===== src/rtl/turbo_pkg.sv =====
// Shared turbo-decoder definitions: QPP coefficients for the supported block
// sizes, the soft-symbol type, the de-interleaver read FSM states, and a
// reference QPP permutation function for benches.
package turbo_pkg;

  // Soft symbol carried between the constituent decoders
  localparam int SYM_BITS = 8;
  typedef logic [SYM_BITS-1:0] soft_sym_t;

  // QPP coefficients (F1, F2) per supported block length
  localparam int QPP_N40_F1 = 3;
  localparam int QPP_N40_F2 = 10;
  localparam int QPP_N48_F1 = 7;
  localparam int QPP_N48_F2 = 12;
  localparam int QPP_N56_F1 = 19;
  localparam int QPP_N56_F2 = 42;
  localparam int QPP_N64_F1 = 7;
  localparam int QPP_N64_F2 = 16;
  localparam int QPP_N72_F1 = 7;
  localparam int QPP_N72_F2 = 18;
  localparam int QPP_N80_F1 = 11;
  localparam int QPP_N80_F2 = 20;

  // Read-side states of the de-interleaver
  typedef enum logic {
    RD_IDLE  = 1'b0,
    RD_DRAIN = 1'b1
  } rd_state_t;

  // Direct-form permutation pi(i) = (F1*i + F2*i*i) mod N, wide enough that
  // no intermediate product overflows for any realistic block length.
  function automatic int qpp_pi(input int i, input int n, input int f1, input int f2);
    longint li;
    longint t;
    li = longint'(i);
    t  = (longint'(f1) * li + longint'(f2) * li * li) % longint'(n);
    return int'(t);
  endfunction

endpackage


===== src/rtl/qpp_addr_gen.sv =====
// Incremental QPP address generator. Produces pi(0), pi(1), ... one step per
// advance using the recurrence pi += g, g += 2*F2 (both mod N). Each sum is
// at most 2N-2, so one conditional subtract keeps it in range without any
// multiplier or divider. restart returns to pi(0) for the next block.
module qpp_addr_gen
  import turbo_pkg::*;
#(
  parameter int N  = 40,
  parameter int F1 = 3,
  parameter int F2 = 10
) (
  input  logic                 clk,
  input  logic                 reset_n,
  input  logic                 advance,
  input  logic                 restart,
  output logic [$clog2(N)-1:0] addr
);

  localparam int AW = $clog2(N);
  localparam logic [AW:0]   N_W    = (AW+1)'(N);
  localparam logic [AW-1:0] G_INIT = AW'((F1 + F2) % N);
  localparam logic [AW-1:0] G_STEP = AW'((2 * F2) % N);

  logic [AW-1:0] pi_reg, pi_next;
  logic [AW-1:0] g_reg, g_next;
  logic [AW:0]   pi_sum, pi_wrap;
  logic [AW:0]   g_sum, g_wrap;

  // Next address and increment, each folded back below N by one subtract
  always_comb begin
    pi_sum  = {1'b0, pi_reg} + {1'b0, g_reg};
    pi_wrap = (pi_sum >= N_W) ? (pi_sum - N_W) : pi_sum;
    pi_next = pi_wrap[AW-1:0];
    g_sum   = {1'b0, g_reg} + {1'b0, G_STEP};
    g_wrap  = (g_sum >= N_W) ? (g_sum - N_W) : g_sum;
    g_next  = g_wrap[AW-1:0];
  end

  // Recurrence state; restart wins so the block boundary always lands on pi(0)
  always_ff @(posedge clk or negedge reset_n) begin
    if (!reset_n) begin
      pi_reg <= '0;
      g_reg  <= G_INIT;
    end else if (restart) begin
      pi_reg <= '0;
      g_reg  <= G_INIT;
    end else if (advance) begin
      pi_reg <= pi_next;
      g_reg  <= g_next;
    end
  end

  assign addr = pi_reg;

endmodule


===== src/rtl/stream_deinterleaver.sv =====
// QPP stream de-interleaver: writes each interleaved block into one of two
// banks at address pi(i) and reads the other bank back in natural order.
// Optional out_last output (marks the symbol from address N-1) is enabled by
// defining STREAM_DEINTERLEAVER_LAST_EN.
module stream_deinterleaver
  import turbo_pkg::*;
#(
  parameter int BITS = 8,
  parameter int N    = 40,
  parameter int F1   = 3,
  parameter int F2   = 10
) (
  input  logic            clk,
  input  logic            reset_n,
  input  logic            in_valid,
  output logic            in_ready,
  input  logic [BITS-1:0] data_in,
  output logic            out_valid,
  input  logic            out_ready,
  output logic [BITS-1:0] data_out
`ifdef STREAM_DEINTERLEAVER_LAST_EN
  ,
  output logic            out_last
`endif
);

  localparam int AW = $clog2(N);
  localparam logic [AW-1:0] LAST_IDX = AW'(N - 1);

  // Two block banks; contents are deliberately left unreset
  logic [BITS-1:0] mem [2][N];

  logic            wr_bank_reg, wr_bank_next;
  logic [AW-1:0]   wr_cnt_reg;
  logic [AW-1:0]   wr_addr;
  logic [1:0]      full_reg, full_next;
  logic            in_ready_reg;

  rd_state_t       rd_state_reg;
  logic            rd_bank_reg;
  logic [AW-1:0]   rd_idx_reg;
  logic            out_valid_reg;
  logic [BITS-1:0] data_out_reg;
`ifdef STREAM_DEINTERLEAVER_LAST_EN
  logic            out_last_reg;
`endif

  logic in_fire, wr_last, rd_issue, rd_last;

  assign in_fire  = in_valid && in_ready_reg;
  assign wr_last  = in_fire && (wr_cnt_reg == LAST_IDX);
  // Read whenever the output register is empty or is being emptied this cycle
  assign rd_issue = (rd_state_reg == RD_DRAIN) && (!out_valid_reg || out_ready);
  assign rd_last  = rd_issue && (rd_idx_reg == LAST_IDX);

  assign wr_bank_next = wr_bank_reg ^ wr_last;

  // Per-bank full flag: set by a completed write, cleared by the final read.
  // The two events never hit the same bank in one cycle.
  genvar gi;
  generate
    for (gi = 0; gi < 2; gi++) begin : g_full
      assign full_next[gi] = (full_reg[gi] | (wr_last && (wr_bank_reg == 1'(gi))))
                             & ~(rd_last && (rd_bank_reg == 1'(gi)));
    end
  endgenerate

  qpp_addr_gen #(
    .N  (N),
    .F1 (F1),
    .F2 (F2)
  ) u_addr_gen (
    .clk     (clk),
    .reset_n (reset_n),
    .advance (in_fire),
    .restart (wr_last),
    .addr    (wr_addr)
  );

  // Bank write port: scatter each input symbol to its permuted address
  always_ff @(posedge clk) begin
    if (in_fire) begin
      mem[wr_bank_reg][wr_addr] <= data_in;
    end
  end

  // Write-side bookkeeping; in_ready looks ahead at the next-cycle full state
  // so a bank freed in the same cycle as the other one fills keeps input open
  always_ff @(posedge clk or negedge reset_n) begin
    if (!reset_n) begin
      wr_bank_reg  <= 1'b0;
      wr_cnt_reg   <= '0;
      full_reg     <= 2'b00;
      in_ready_reg <= 1'b1;
    end else begin
      full_reg     <= full_next;
      wr_bank_reg  <= wr_bank_next;
      in_ready_reg <= !full_next[wr_bank_next];
      if (in_fire) begin
        wr_cnt_reg <= wr_last ? '0 : (wr_cnt_reg + 1'b1);
      end
    end
  end

  // Read FSM and registered output stage; uses next-cycle full flags so a
  // freshly completed block starts draining without an extra idle cycle
  always_ff @(posedge clk or negedge reset_n) begin
    if (!reset_n) begin
      rd_state_reg  <= RD_IDLE;
      rd_bank_reg   <= 1'b0;
      rd_idx_reg    <= '0;
      out_valid_reg <= 1'b0;
      data_out_reg  <= '0;
`ifdef STREAM_DEINTERLEAVER_LAST_EN
      out_last_reg  <= 1'b0;
`endif
    end else begin
      if (rd_issue) begin
        data_out_reg  <= mem[rd_bank_reg][rd_idx_reg];
        out_valid_reg <= 1'b1;
`ifdef STREAM_DEINTERLEAVER_LAST_EN
        out_last_reg  <= (rd_idx_reg == LAST_IDX);
`endif
      end else if (out_ready) begin
        out_valid_reg <= 1'b0;
      end

      case (rd_state_reg)
        RD_IDLE: begin
          if (full_next[rd_bank_reg]) begin
            rd_state_reg <= RD_DRAIN;
          end
        end
        RD_DRAIN: begin
          if (rd_last) begin
            rd_idx_reg   <= '0;
            rd_bank_reg  <= !rd_bank_reg;
            rd_state_reg <= full_next[!rd_bank_reg] ? RD_DRAIN : RD_IDLE;
          end else if (rd_issue) begin
            rd_idx_reg <= rd_idx_reg + 1'b1;
          end
        end
      endcase
    end
  end

  assign in_ready  = in_ready_reg;
  assign out_valid = out_valid_reg;
  assign data_out  = data_out_reg;
`ifdef STREAM_DEINTERLEAVER_LAST_EN
  assign out_last  = out_last_reg;
`endif

endmodule


===== config.mk =====
export PLATFORM = sky130hd
export DESIGN_NAME = stream_deinterleaver
export DESIGN_NICKNAME = d
export VERILOG_FILES = /design/src/rtl/turbo_pkg.sv /design/src/rtl/qpp_addr_gen.sv /design/src/rtl/stream_deinterleaver.sv
export SDC_FILE = /design/constraint.sdc
export NUM_CORES = 1
export LEC_CHECK = 0
export ABC_AREA = 1
export BUFFER_PORTS_ARGS = -buffer_cell sky130_fd_sc_hd__buf_4
export CAP_MARGIN = 10
export CORE_AREA = 5 5 263 265
export CTS_BUF_LIST = sky130_fd_sc_hd__clkbuf_8
export CTS_CLUSTER_SIZE = 8
export DETAILED_ROUTE_END_ITERATION = 8
export DIE_AREA = 0 0 268 270
export SETUP_SLACK_MARGIN = 0.15
export SYNTH_ARGS = -nofsm -noshare
export SYNTH_HDL_FRONTEND = slang
export SYNTH_SLANG_ARGS = --single-unit

===== constraint.sdc =====
create_clock -name clk -period 2.1 [get_ports clk]
set_input_delay 0.315 -clock clk [delete_from_list [all_inputs] [get_ports clk]]
set_output_delay 0.315 -clock clk [all_outputs]
set_load 0.1 [all_outputs]

# [Word level (Yosys, flattened, before mapping)]
# Memory sizes are Yosys's and may differ from the RTL's.
# Cells that the tools add are included.
[op_classes] eq_ne=2 n_lt_le_gt_ge=8 muxes=28 addsub=6 reduce_logical=18 n_bitwise=12
[ops] cell="$mux 320" count=1
[ops] cell="$mux 6" count=9
[ops] cell="$bmux 8 s6" count=1
[ops] cell="$demux 8 s6" count=1
[ops] cell="$mux 8" count=3
[ops] cell="$ge 7x6->1 const B" count=2
[ops] cell="$ge 7x7->1 const B" count=2
[ops] cell="$not 6->7" count=2
[ops] cell="$add 6x1->6 const B" count=2
[ops] cell="$eq 6x6->1 const B" count=2
[ops] cell="$mux 1" count=12
[ops] cell="$sub 6x6->6 const B" count=2
[ops] cell="$logic_and 1x1->1" count=9
[ops] cell="$add 6x5->7 const B" count=1
[ops] cell="$add 6x6->7" count=1
[ops] cell="$lt 7x1->1 const B" count=1
[ops] cell="$lt 1x2->1 const B" count=3
[ops] cell="$reduce_bool 2->1" count=3
[ops] cell="$not 1->1" count=5
[ops] cell="$reduce_and 2->1" count=2
[ops] cell="$logic_not 1->1" count=3
[ops] cell="$and 1x1->1" count=2
[ops] cell="$or 1x1->1" count=2
[ops] cell="$pmux 1 s2" count=1
[ops] cell="other kinds (2)" count=2
[word_totals] regBits=39 n_memories=1 ramBits=640 elab_cells=86 output_inout_bits=10 input_bits=12
[memory_table] name="mem" depth=2 word_bits=320 rd=1 rd_ports_with_merged_regs=0 write_ports=1 line="stream_deinterleaver.sv:31" text="logic [BITS-1:0] mem [2][N];"

# [Logic depth before layout (Yosys ltp)]
# Gate-level depths: netlist of the first run.
[depth] depth_word=12 mapped_depth=15 mapped_depth_nobuf=15

# [Hierarchy]
# A second synthesis of the first run with hierarchy kept.
[hier_totals] cells_unflattened=2915 area_unflattened_um2=29756.0
[modules_own_cells] mod="stream_deinterleaver" n_inst=1 cells_per_inst=2783 area_each_um2=28841.4
[modules_own_cells] mod="qpp_addr_gen" n_inst=1 cells_per_inst=132 area_each_um2=914.6

# [Worst setup path before layout of the first run]
# No wires, ideal clock.
[synth_path] path_type="reg-to-reg" startpoint="register in_ready_reg (netlist: in_ready)" endpoint="memory mem[0][152] (netlist bit), enable pin" n_path_buf=2 setup_time_ns=0.383 t_arrival_ns=2.320 path_stages_with_launch=7 path_slack_ns=-0.604 required_ns=1.717 cell_sequence="dfstp_2 > nand2_1 > buf_2 > nor2_1 > nand2_1 > clkbuf_1 > nor3_1"
[synth_between] elab_chain_cells=3
[synth_rtl] element="from (decl)" line="stream_deinterleaver.sv:37" text="logic in_ready_reg;"
[synth_rtl] element="from (signal assigned)" line="stream_deinterleaver.sv:98" text="in_ready_reg <= !full_next[wr_bank_next];"
[synth_rtl] element="$logic_and 1x1->1" line="stream_deinterleaver.sv:50" text="assign in_fire = in_valid && in_ready_reg;"
[synth_rtl] element="$mux 1" line="stream_deinterleaver.sv:82" text="if (in_fire) begin"
[synth_rtl] element="$mux 320 (not written as such)" line="stream_deinterleaver.sv:83" text="mem[wr_bank_reg][wr_addr] <= data_in;"
[synth_rtl] element="to (decl)" line="stream_deinterleaver.sv:31"
# Every way passes these cells.

# [Worst setup path in the final report of the first run]
[layout_path] startpoint="register rd_bank_reg" endpoint="register data_out_reg[0] (netlist: data_out[0])"
[layout_between] elab_chain_cells=4
[layout_rtl] element="from (decl)" line="stream_deinterleaver.sv:40" text="logic rd_bank_reg;"
[layout_rtl] element="from (signal assigned)" line="stream_deinterleaver.sv:137" text="rd_bank_reg <= !rd_bank_reg;"
[layout_rtl] element="$mem_v2 2x320"
[layout_rtl] element="$bmux 8 s6" line="stream_deinterleaver.sv:119" text="data_out_reg <= mem[rd_bank_reg][rd_idx_reg];"
[layout_rtl] element="$mux 8 (not written as such) (2 in a row)" line="stream_deinterleaver.sv:119"
[layout_rtl] element="to (signal assigned)" line="stream_deinterleaver.sv:119"
[layout_rtl] element="to (decl)" line="stream_deinterleaver.sv:43" text="logic [BITS-1:0] data_out_reg;"
# Every way passes these cells. The select of a mux whose other input is x is not followed.
# A chain may end at the register's enable or synchronous reset.

==> impl_metrics.py, run 1 <==
metrics = {
    "synthesis": {
        "synth_top_area_cell": "sky130_fd_sc_hd__edfxtp_1",
        "synthesis.yosys.warnings": 0,
        "synth.cells.most_frequent": "1017 x sky130_fd_sc_hd__nand2_1, 640 x sky130_fd_sc_hd__edfxtp_1, 354 x sky130_fd_sc_hd__inv_1, 258 x sky130_fd_sc_hd__nand3_1, 173 x sky130_fd_sc_hd__nor2_1",
        "synth_edf_count": 640,
        "yosysMostFrequentCell": "sky130_fd_sc_hd__nand2_1",
        "yosysTopAreaCellShare_pct": 64.83,
        "synth-main-ff-cell": "sky130_fd_sc_hd__edfxtp_1",
        "synth_nets": 2911,
        "synth.area.top_cells": "sky130_fd_sc_hd__edfxtp_1 65%, sky130_fd_sc_hd__nand2_1 13%, sky130_fd_sc_hd__inv_1 4.5%",
        "syn_avg_cell_area_um2": 10.27,
        "syn_area_um2": 29640,
        "seq_area_frac_synth_pct": 68.06,
        "synth_seq_cells": 678,
        "postSynth.asyncResetShare_pct": 5.605,
        "postSynthCellCount": 2885,
        "synth.distinct_cells": 34,
    },
    "worst_setup_path": {
        "cp.required_ns": 2.70,
        "crit_fanout": 13,
        "end_kind": "flip-flop",
        "criticalPathCategory": "reg -> reg",
        "critical_path_arrival_ns": 2.73,
        "crit_path_start_kind": "flip-flop",
    },
    "timing": {
        "max_transition_viols_final": 0,
        "holdWs_ns": 0.09485,
        "finalHoldViolCount": 0,
        "timing_worst_slew_pin_value_ns": 0.6339,
        "aggregate_negative_setup_slack_ns": -0.1464,
        "fmax_ghz": 0.4683,
        "grt_setup_unrepaired": "yes",
        "final_cycle_utilization_of_the_critical_path_pct": 101.7,
        "finalCriticalPeriod_ns": 2.136,
        "timing.slew.headroom_pct": 57.58,
        "fin_worst_skew_ns": 0.03327,
        "finalWorstSetupSlack_ns": -0.03554,
        "final-setup-viol-count": 6,
    },
    "die": {
        "die_height_um": 270,
        "floorplan.initialDensity_pct": 44.53,
        "die_width_um": 268,
        "overall_die_area_um2": 72360,
        "rows": 95,
        "core_region_area_um2": 66560,
        "ios": 22,
    },
    "final_layout": {
        "areaGrowthSynthToFinish_pct": 25.84,
        "antenna_cells": 0,
        "post_route_cells_drive_above_1_share_pct": 21.18,
        "largest_register_ffs": 640,
        "nFillCells": 5600,
        "final_nets": 3184,
        "fin_util_pct": 56.04,
    },
    "drt": {
        "detail_route.wirelength_mm": 82.47,
        "drt-vias-per-instance": 5.220,
        "wl_per_cell_um": 20.01,
        "first_iter_violations": 2089,
        "postRouteAntennaNets": 0,
        "detailroute.via_count": 21510,
        "drt_pass1_iterations": 9,
        "post-route-drc-count": 0,
    },
    "grt": {
        "grt_antenna_before_repair": 0,
        "pin_count_of_the_biggest_net_entering_global_routing": 81,
        "use_met1_pct": 30.54,
        "grt.busiest_layer": "met2",
        "grt_overflow": 0,
        "met2_capacity_usage_during_global_routing_pct": 35.28,
        "met3_usage_pct": 4.555,
        "grt_pass1_vias": 21140,
        "global_route.usage.total_pct": 21.94,
        "grt_pass1_wl_mm": 122.9,
    },
    "power_and_ir_drop": {
        "power_report.internal_total_mw": 28.42,
        "clock_power_share_pct": 22.5,
        "power.density_nw_per_um2": 1270,
        "p_sw_mw": 18.96,
        "netSwitchingFraction_pct": 40.03,
        "pwr-share-seq_pct": 33.9,
        "vdd.ir_drop.worst_mv": 1.261,
        "logic_pwr_share_pct": 43.6,
        "leakagePower_nw": 15.60,
    },
    "clocking": {
        "path_clk_slew_ns": 0.07,
        "cts_root_buffer": "sky130_fd_sc_hd__clkbuf_8",
        "cts_tree": "yes",
        "cts-htree-levels": 3,
        "clock_tree.buffer_depth": 3,
        "clk-insertion-delay-late_ns": 0.72,
        "cts_buffers": 111,
        "total_clock_sinks": 678,
    },
    "outcome": {
        "run_status": "finished, violations left",
        "violations": "setup timing",
    },
    "placed_design": {
        "pre_cts_worst_setup_slack_ns": -0.1564,
        "dp_hpwl_mm": 48.90,
        "gp_congestion": 0.8995,
        "port-buffer-count": 21,
    },
    "job": {
        "max_cap_violations": 0,
    },
    "worst_hold_path": {
        "hold_path_class": "in -> reg",
    },
}
-- worst max-delay path: stages (launching register included) --
cell	delay [ns]
sky130_fd_sc_hd__dfrtp_4	0.57
sky130_fd_sc_hd__buf_12	0.19
sky130_fd_sc_hd__buf_16	0.16
sky130_fd_sc_hd__clkbuf_16	0.19
sky130_fd_sc_hd__nand2_1	0.08
sky130_fd_sc_hd__nand2_1	0.08
sky130_fd_sc_hd__nand2_1	0.06
sky130_fd_sc_hd__nand3_1	0.10
sky130_fd_sc_hd__nand3_1	0.10
sky130_fd_sc_hd__nand2_1	0.10
sky130_fd_sc_hd__nand2_2	0.09
sky130_fd_sc_hd__nand2_1	0.06
sky130_fd_sc_hd__o21ai_1	0.14
sky130_fd_sc_hd__a21oi_1	0.09
-- final cells by class --
class | instances | area, um2 | area share [%]
Tap cell | 873 | 1092 | 2.928
Clock buffer | 122 | 1679 | 4.502
Sequential cell | 678 | 20200 | 54.14
Timing Repair inverter | 1 | 20.02 | 0.05367
Timing Repair Buffer | 300 | 3880 | 10.40
Multi-Input combinational cell | 1707 | 8670 | 23.24
Clock inverter | 81 | 376.6 | 1.010
Inverter | 359 | 1388 | 3.720
-- cell families after synthesis --
family	after synthesis	share of synthesized area, %
adders and majority gates	14	0.5909
AOI/OAI and AO/OA	170	3.111
DFF	678	68.06
xor gates and xnor gates	8	0.2364
buffers and inverters	501	7.361
and+or+nand+nor	1514	20.64
-- power groups by stage --
stage	Combinational, mW	Clock (mW)	Sequential [mW]
finish	20.7	10.7	16.0
global route	22.1	11.5	16.1
CTS	18.3	10.9	16.0
detailed placement	16.3	0	16.2
global placement	16.1	0	16.2
floorplan	9.70	0	16.7
-- per-layer routing --
layer | vias up | share of wire [%]
met1 | 10478 | 43
li1 | 10056 | -
met2 | 824 | 47
met4 | 0 | 2.8
met5 | - | 0
met3 | 152 | 7.1
-- worst paths after layout --
| kind | startpoint | to | slack, ns | cells after the start |
|---|---|---|---|---|
| setup / recovery | rd_bank_reg$_DFFE_PN0P_ | data_out[0]$_DFFE_PN0P_ | -0.04 | 13 |
| hold / removal | in_valid | wr_cnt_reg[1]$_DFFE_PN0P_ | 0.09 | 5 |
| setup reg to reg | rd_bank_reg$_DFFE_PN0P_ | data_out[0]$_DFFE_PN0P_ | -0.04 | 13 |
| hold reg to reg | rd_state_reg$_DFF_PN0_ | out_valid$_DFFE_PN0P_ | 0.48 | 2 |
| max in group asynchronous | reset_n | rd_bank_reg$_DFFE_PN0P_ | 1.53 | 2 |
| min in group asynchronous | reset_n | u_addr_gen.addr[0]$_DFFE_PN0P_ | 0.14 | 2 |
-- placed cells by master (no fill, tap or decap), types with 5 or more instances in the layout --
master / count
sky130_fd_sc_hd__nor2_2: 18
sky130_fd_sc_hd__nand2_2: 47
sky130_fd_sc_hd__nor3_1: 5
sky130_fd_sc_hd__buf_4: 140
sky130_fd_sc_hd__buf_6: 51
sky130_fd_sc_hd__o211ai_1: 16
sky130_fd_sc_hd__clkinvlp_4: 7
sky130_fd_sc_hd__clkinv_1: 21
sky130_fd_sc_hd__nor3_2: 11
sky130_fd_sc_hd__nand2_1: 954
sky130_fd_sc_hd__o21ai_0: 69
sky130_fd_sc_hd__o22ai_1: 15
sky130_fd_sc_hd__buf_16: 10
sky130_fd_sc_hd__nand3_2: 20
sky130_fd_sc_hd__ha_4: 5
sky130_fd_sc_hd__buf_12: 81
sky130_fd_sc_hd__a21oi_2: 5
sky130_fd_sc_hd__nor2_4: 26
sky130_fd_sc_hd__clkbuf_16: 9
sky130_fd_sc_hd__a21oi_1: 20
sky130_fd_sc_hd__nand2_4: 13
sky130_fd_sc_hd__dfrtp_1: 26
sky130_fd_sc_hd__nor2_1: 130
sky130_fd_sc_hd__inv_2: 10
sky130_fd_sc_hd__edfxtp_1: 640
sky130_fd_sc_hd__clkbuf_8: 122
sky130_fd_sc_hd__o21ai_1: 29
sky130_fd_sc_hd__o21ai_2: 6
sky130_fd_sc_hd__inv_1: 379
sky130_fd_sc_hd__nor3_4: 39
sky130_fd_sc_hd__ha_1: 5
sky130_fd_sc_hd__dfrtp_2: 5
sky130_fd_sc_hd__clkinv_2: 16
sky130_fd_sc_hd__nand3_1: 236
-- what timing repair did --
action                                  4_1_cts  5_1_grt
setup buffers                                36       20
endpoints found under the setup margin      358      426
pin swaps                                    34       74
endpoints found under the hold margin        71        0
hold buffers                                  4        0
gates resized for setup                     136      169
gates cloned                                  7       10
-- per-stage QoR --
step,area [um2],total power [mW],std cells
floorplan,30290,26.36,2885
global placement,33050,32.28,3841
detailed placement,33050,32.57,3841
CTS,36230,45.24,4091
global route,37300,49.71,4121
finish,37300,47.38,4121
(Power assumes the default switching activity.)
==> run 2, diff against run 1 <==
--- a/constraint.sdc
+++ b/constraint.sdc
@@ -3,2 +3,2 @@
 set_output_delay 0.315 -clock clk [all_outputs]
-set_load 0.1 [all_outputs]
+set_load 0.005 [all_outputs]
==> impl_metrics.py, run 2 (synthesis results as in run 1) <==
metrics = {
    "die": {
        "rows": 95,
        "core_region_area_um2": 66560,
        "ios": 22,
        "die_height_um": 270,
        "floorplan.initialDensity_pct": 44.53,
        "die_width_um": 268,
        "overall_die_area_um2": 72360,
    },
    "grt": {
        "grt_pass1_vias": 20846,
        "grt_antenna_before_repair": 1,
        "grt_pass1_wl_mm": 126.2,
        "pin_count_of_the_biggest_net_entering_global_routing": 81,
        "global_route.usage.total_pct": 22.64,
        "grt_overflow": 0,
    },
    "worst_setup_path": {
        "end_kind": "flip-flop",
        "critical_path_arrival_ns": 2.68,
        "timing.critical_path.from": "rd_bank_reg$_DFFE_PN0P_",
        "criticalPathCategory": "reg -> reg",
        "crit_path_start_kind": "flip-flop",
        "r2r-start": "rd_bank_reg$_DFFE_PN0P_",
        "cp.required_ns": 2.69,
        "crit_fanout": 7,
    },
    "timing": {
        "timing_worst_slew_pin_value_ns": 0.5705,
        "grt_setup_unrepaired": "yes",
        "finalCriticalPeriod_ns": 2.087,
        "fmax_ghz": 0.4793,
        "fin_worst_skew_ns": 0.03020,
        "final_cycle_utilization_of_the_critical_path_pct": 99.36,
        "final-setup-viol-count": 0,
        "max_transition_viols_final": 0,
        "timing.slew.headroom_pct": 61.97,
        "aggregate_negative_setup_slack_ns": 0,
        "finalWorstSetupSlack_ns": 0.01348,
        "finalHoldViolCount": 0,
    },
    "placed_design": {
        "dp_hpwl_mm": 48.68,
        "port-buffer-count": 21,
        "pre_cts_worst_setup_slack_ns": -0.1739,
        "gp_congestion": 0.9117,
        "dpl.cell_count": 3834,
    },
    "clocking": {
        "cts_tree": "yes",
        "clock_tree.buffer_depth": 3,
        "total_clock_sinks": 678,
        "cts_root_buffer": "sky130_fd_sc_hd__clkbuf_8",
        "cts-htree-levels": 3,
        "path_clk_slew_ns": 0.06,
        "cts_buffers": 111,
        "clk-insertion-delay-late_ns": 0.72,
    },
    "power_and_ir_drop": {
        "netSwitchingFraction_pct": 39.47,
        "p_sw_mw": 18.38,
        "power.density_nw_per_um2": 1238,
        "power_report.internal_total_mw": 28.19,
        "leakagePower_nw": 15.74,
        "vdd.ir_drop.worst_mv": 1.556,
        "logic_pwr_share_pct": 43.4,
        "clock_power_share_pct": 22.1,
        "pwr-share-seq_pct": 34.5,
    },
    "final_layout": {
        "final_nets": 3194,
        "instances_no_fill": 4126,
        "areaGrowthSynthToFinish_pct": 26.89,
        "fin_util_pct": 56.51,
        "largest_register_ffs": 640,
        "layout.cells.most_common_list": "936 x sky130_fd_sc_hd__nand2_1, 640 x sky130_fd_sc_hd__edfxtp_1, 382 x sky130_fd_sc_hd__inv_1",
        "layout_commonest_cell": "sky130_fd_sc_hd__nand2_1",
        "post_route_cells_drive_above_1_share_pct": 22.88,
    },
    "drt": {
        "drt_pass1_iterations": 5,
        "wl_per_cell_um": 20.30,
        "postRouteAntennaNets": 0,
        "detailroute.via_count": 21455,
        "drt-vias-per-instance": 5.200,
        "detail_route.wirelength_mm": 83.78,
        "first_iter_violations": 2010,
        "post-route-drc-count": 0,
    },
    "outcome": {
        "run_status": "completed",
    },
    "worst_hold_path": {
        "hold_path_class": "in -> reg",
        "min_from": "data_in[4]",
    },
    "job": {
        "max_cap_violations": 0,
    },
}
-- run 2: cell types whose count changed in the layout (fill, tap and decap cells not counted), sizes merged --
cell	change
clkinvlp	+2
nand2	-1
bufbuf	+1
clkbuf	-7
buf	+9
diode	+1
-- run 2: what timing repair did --
item / 4_1_cts / 5_1_grt
pin swaps: 34 / 125
hold buffers: 4 / 0
endpoints found under the setup margin: 553 / 518
cloned: 19 / 8
setup buffers: 37 / 26
hold endpoints to repair: 47 / 0
resized for setup: 166 / 213
-- run 2: worst paths after layout --
check | endpoint | slack [ns] | cells past startpoint
hold / removal | mem[1][100]$_DFFE_PP_ | 0.05 | 1
setup / recovery | data_out[2]$_DFFE_PN0P_ | 0.01 | 14
min in group asynchronous | u_addr_gen.addr[2]$_DFFE_PN0P_ | 0.14 | 2
max in group asynchronous | rd_idx_reg[0]$_DFFE_PN0P_ | 1.52 | 2
setup reg to reg | data_out[2]$_DFFE_PN0P_ | 0.01 | 14
hold reg to reg | u_addr_gen.g_reg[0]$_DFFE_PN1P_ | 0.50 | 2
-- run 2: metrics by stage --
stage / area [um2] / hold slack [ns] / total power [mW]
2_1_floorplan: 30100 / 0.01941 / 25.53
3_3_place_gp: 32820 / 0.3359 / 31.39
3_5_place_dp: 32820 / 0.3436 / 31.61
4_1_cts: 36450 / 0.0002514 / 44.63
5_1_grt: 37610 / 0.01115 / 48.95
6_report: 37610 / 0.05077 / 46.57
-- run 2: worst max-delay path: stages, from the launching register on --
cell and delay, ns:
sky130_fd_sc_hd__dfrtp_4 0.52, sky130_fd_sc_hd__buf_12 0.17, sky130_fd_sc_hd__buf_12 0.14, sky130_fd_sc_hd__buf_8 0.13, sky130_fd_sc_hd__clkbuf_16 0.15, sky130_fd_sc_hd__nand2_1 0.07
sky130_fd_sc_hd__nand2_1 0.06, sky130_fd_sc_hd__nand2_1 0.05, sky130_fd_sc_hd__nand3_1 0.08, sky130_fd_sc_hd__nand3_2 0.09, sky130_fd_sc_hd__nand2_2 0.10, sky130_fd_sc_hd__nand2_1 0.08
sky130_fd_sc_hd__nand2_1 0.07, sky130_fd_sc_hd__o21ai_2 0.16, sky130_fd_sc_hd__a21oi_1 0.08
-- run 2: routing by layer --
layer,wire [um],GRT usage [%]
met1,34970,31.64
met2,40270,36.10
met3,5927,4.063
met4,2613,7.671
met5,0,0
-- run 2: final cells by class --
type	instances	area, um2
fill	5520	28950
sequential	678	20190
multi-input combinational	1706	8815
timing repair buffer	309	4109
clock buffer	116	1597
inverter	359	1396
tap	873	1092
clock inverter	81	359.1
timing repair inverter	3	52.55
antenna	1	2.502
-- run 2: power groups by stage --
| stage | Clock [mW] | Sequential [mW] | Combinational, mW |
|---|---|---|---|
| 6_report | 10.3 | 16.0 | 20.2 |
| 2_1_floorplan | 0 | 16.0 | 9.53 |
| 5_1_grt | 11.2 | 16.1 | 21.7 |
| 4_1_cts | 10.5 | 16.0 | 18.1 |
| 3_3_place_gp | 0 | 16.3 | 15.1 |
| 3_5_place_dp | 0 | 16.3 | 15.3 |
==> run 3, diff against run 2 <==
CORE_AREA = 5 5 298 300   (was 5 5 263 265)
DIE_AREA = 0 0 303 305   (was 0 0 268 270)
==> impl_metrics.py, run 3 (synthesis results as in run 1) <==
metrics = {
    "timing": {
        "final-setup-viol-count": 4,
        "timing_worst_slew_pin_value_ns": 0.6935,
        "timing.slew.headroom_pct": 53.60,
        "fin_worst_skew_ns": 0.03698,
        "fmax_ghz": 0.4731,
        "max_transition_viols_final": 0,
        "finalWorstSetupSlack_ns": -0.01356,
        "grt_setup_unrepaired": "yes",
        "finalCriticalPeriod_ns": 2.114,
        "aggregate_negative_setup_slack_ns": -0.02839,
        "final_cycle_utilization_of_the_critical_path_pct": 100.6,
        "holdWs_ns": 0.04381,
        "finalHoldViolCount": 0,
    },
    "drt": {
        "detailroute.via_count": 20879,
        "wl_per_cell_um": 18.38,
        "postRouteAntennaNets": 0,
        "drt-vias-per-instance": 4.733,
        "first_iter_violations": 1591,
        "detail_route.wirelength_mm": 81.05,
        "drt_pass1_iterations": 6,
        "post-route-drc-count": 0,
    },
    "grt": {
        "grt_antenna_before_repair": 1,
        "grt_pass1_vias": 20540,
        "pin_count_of_the_biggest_net_entering_global_routing": 81,
        "grt_overflow": 0,
        "global_route.usage.total_pct": 17.30,
        "grt_pass1_wl_mm": 122.9,
    },
    "power_and_ir_drop": {
        "design_power_total_mw": 45.52,
        "vdd.ir_drop.worst_mv": 1.103,
        "power.density_nw_per_um2": 1222,
        "leakagePower_nw": 15.44,
    },
    "outcome": {
        "run_status": "finished, violations left",
        "violations": "setup timing",
    },
    "worst_setup_path": {
        "critical_path_arrival_ns": 2.77,
        "end_kind": "flip-flop",
        "criticalPathCategory": "reg -> reg",
        "crit_path_start_kind": "flip-flop",
        "crit_fanout": 8,
        "cp.required_ns": 2.75,
    },
    "clocking": {
        "clk-insertion-delay-late_ns": 0.74,
        "cts_tree": "yes",
        "total_clock_sinks": 678,
        "clock_tree.buffer_depth": 3,
        "cts_buffers": 109,
        "cts_root_buffer": "sky130_fd_sc_hd__clkbuf_8",
        "cts-htree-levels": 3,
        "path_clk_slew_ns": 0.06,
    },
    "final_layout": {
        "final_nets": 3199,
        "nFillCells": 8027,
        "post_route_cells_drive_above_1_share_pct": 19.97,
        "areaGrowthSynthToFinish_pct": 25.66,
        "layout.cells.most_common_list": "977 x sky130_fd_sc_hd__nand2_1, 640 x sky130_fd_sc_hd__edfxtp_1, 379 x sky130_fd_sc_hd__inv_1",
        "layout_commonest_cell": "sky130_fd_sc_hd__nand2_1",
        "largest_register_ffs": 640,
        "final_cell_area_um2": 37250,
    },
    "die": {
        "core_region_area_um2": 85940,
        "rows": 108,
        "floorplan.initialDensity_pct": 34.49,
        "ios": 22,
        "die_height_um": 305,
        "die_width_um": 303,
        "overall_die_area_um2": 92420,
    },
    "placed_design": {
        "gp_congestion": 0.8707,
        "dp_hpwl_mm": 48.69,
        "detailed_place.area_um2": 33280,
        "port-buffer-count": 21,
    },
    "job": {
        "max_cap_violations": 0,
    },
    "worst_hold_path": {
        "hold_path_class": "in -> reg",
    },
}
[run 3: cell count changes in the layout (fill, tap and decap cells not counted), sizes merged]
cell,previous run,this run
inv,396,398
clkbuf,124,112
dlygate4sd3,4,6
buf,295,307
clkinvlp,9,5
bufbuf,2,4
clkinv,37,38
[run 3: final cells by class]
| cell class | instances | area [um2] | share of cell area, % |
|---|---|---|---|
| tap | 1155 | 1445 | 3.880 |
| multi-input combinational | 1706 | 8298 | 22.28 |
| clock buffer | 111 | 1528 | 4.101 |
| clock inverter | 82 | 381.6 | 1.024 |
| sequential | 678 | 20190 | 54.20 |
| antenna | 1 | 2.502 | 0.006718 |
| timing repair buffer | 318 | 4008 | 10.76 |
| timing repair inverter | 1 | 16.27 | 0.04367 |
| inverter | 359 | 1381 | 3.708 |
[run 3: metal layers]
| layer | GRT usage [%] | vias up | routed length [um] |
|---|---|---|---|
| met4 | 5.823 | 0 | 2475 |
| met5 | 0 | - | 0 |
| li1 | - | 10063 | - |
| met3 | 2.997 | 147 | 5541 |
| met2 | 28.33 | 710 | 38640 |
| met1 | 23.41 | 9959 | 34400 |
[run 3: stage by stage]
stage | util (%) | worst slack (ns) | std cells
floorplan | - | 0.01002 | 2885
global placement | 38.72 | -0.2074 | 4131
detailed placement | 38.72 | -0.2445 | 4131
CTS | 42.62 | 0.01864 | 4387
global route | 43.34 | -0.1438 | 4411
finish | 43.34 | -0.01356 | 4411
[run 3: power breakdown]
| part | internal (mW) | switching (mW) | leakage, nW |
|---|---|---|---|
| sequential | 15.4 | 0.633 | 6.19 |
| clock | 5.01 | 5.22 | 1.13 |
| combinational | 7.47 | 11.7 | 8.12 |
| total | 27.9 | 17.6 | 15.4 |
[run 3: critical path, cell delays in order, from the launching register on]
cell	delay (ns)
sky130_fd_sc_hd__dfrtp_4	0.58
sky130_fd_sc_hd__buf_12	0.20
sky130_fd_sc_hd__buf_6	0.12
sky130_fd_sc_hd__buf_16	0.14
sky130_fd_sc_hd__buf_8	0.12
sky130_fd_sc_hd__nand2_4	0.05
sky130_fd_sc_hd__nand3_2	0.05
sky130_fd_sc_hd__nand2_1	0.06
sky130_fd_sc_hd__nand2_1	0.05
sky130_fd_sc_hd__nand2_1	0.08
sky130_fd_sc_hd__inv_1	0.04
sky130_fd_sc_hd__nand2_1	0.05
sky130_fd_sc_hd__nand2_1	0.06
sky130_fd_sc_hd__nand2_2	0.15
sky130_fd_sc_hd__o21ai_2	0.08
sky130_fd_sc_hd__a21oi_1	0.18
[run 3: path summary, 6_finish.rpt]
path                                          from                        end  slack (ns)  cells past startpoint
max reg2reg                rd_bank_reg$_DFFE_PN0P_    data_out[5]$_DFFE_PN0P_       -0.01                     15
max in group asynchronous                  reset_n  rd_idx_reg[0]$_DFFE_PN0P_        1.54                      2
max                        rd_bank_reg$_DFFE_PN0P_    data_out[5]$_DFFE_PN0P_       -0.01                     15
min reg2reg                 rd_state_reg$_DFF_PN0_      out_valid$_DFFE_PN0P_        0.49                      2
min                                     data_in[7]      mem[0][319]$_DFFE_PP_        0.04                      1
min in group asynchronous                  reset_n      out_valid$_DFFE_PN0P_        0.12                      2
[run 3: timing repair]
item | CTS | global route
hold endpoints to repair | 77 | 0
gates resized for setup | 115 | 97
pin swaps | 62 | 44
hold buffers | 6 | 0
buffers inserted | 41 | 22
endpoints found under the setup margin | 481 | 402
cloned | 16 | 1
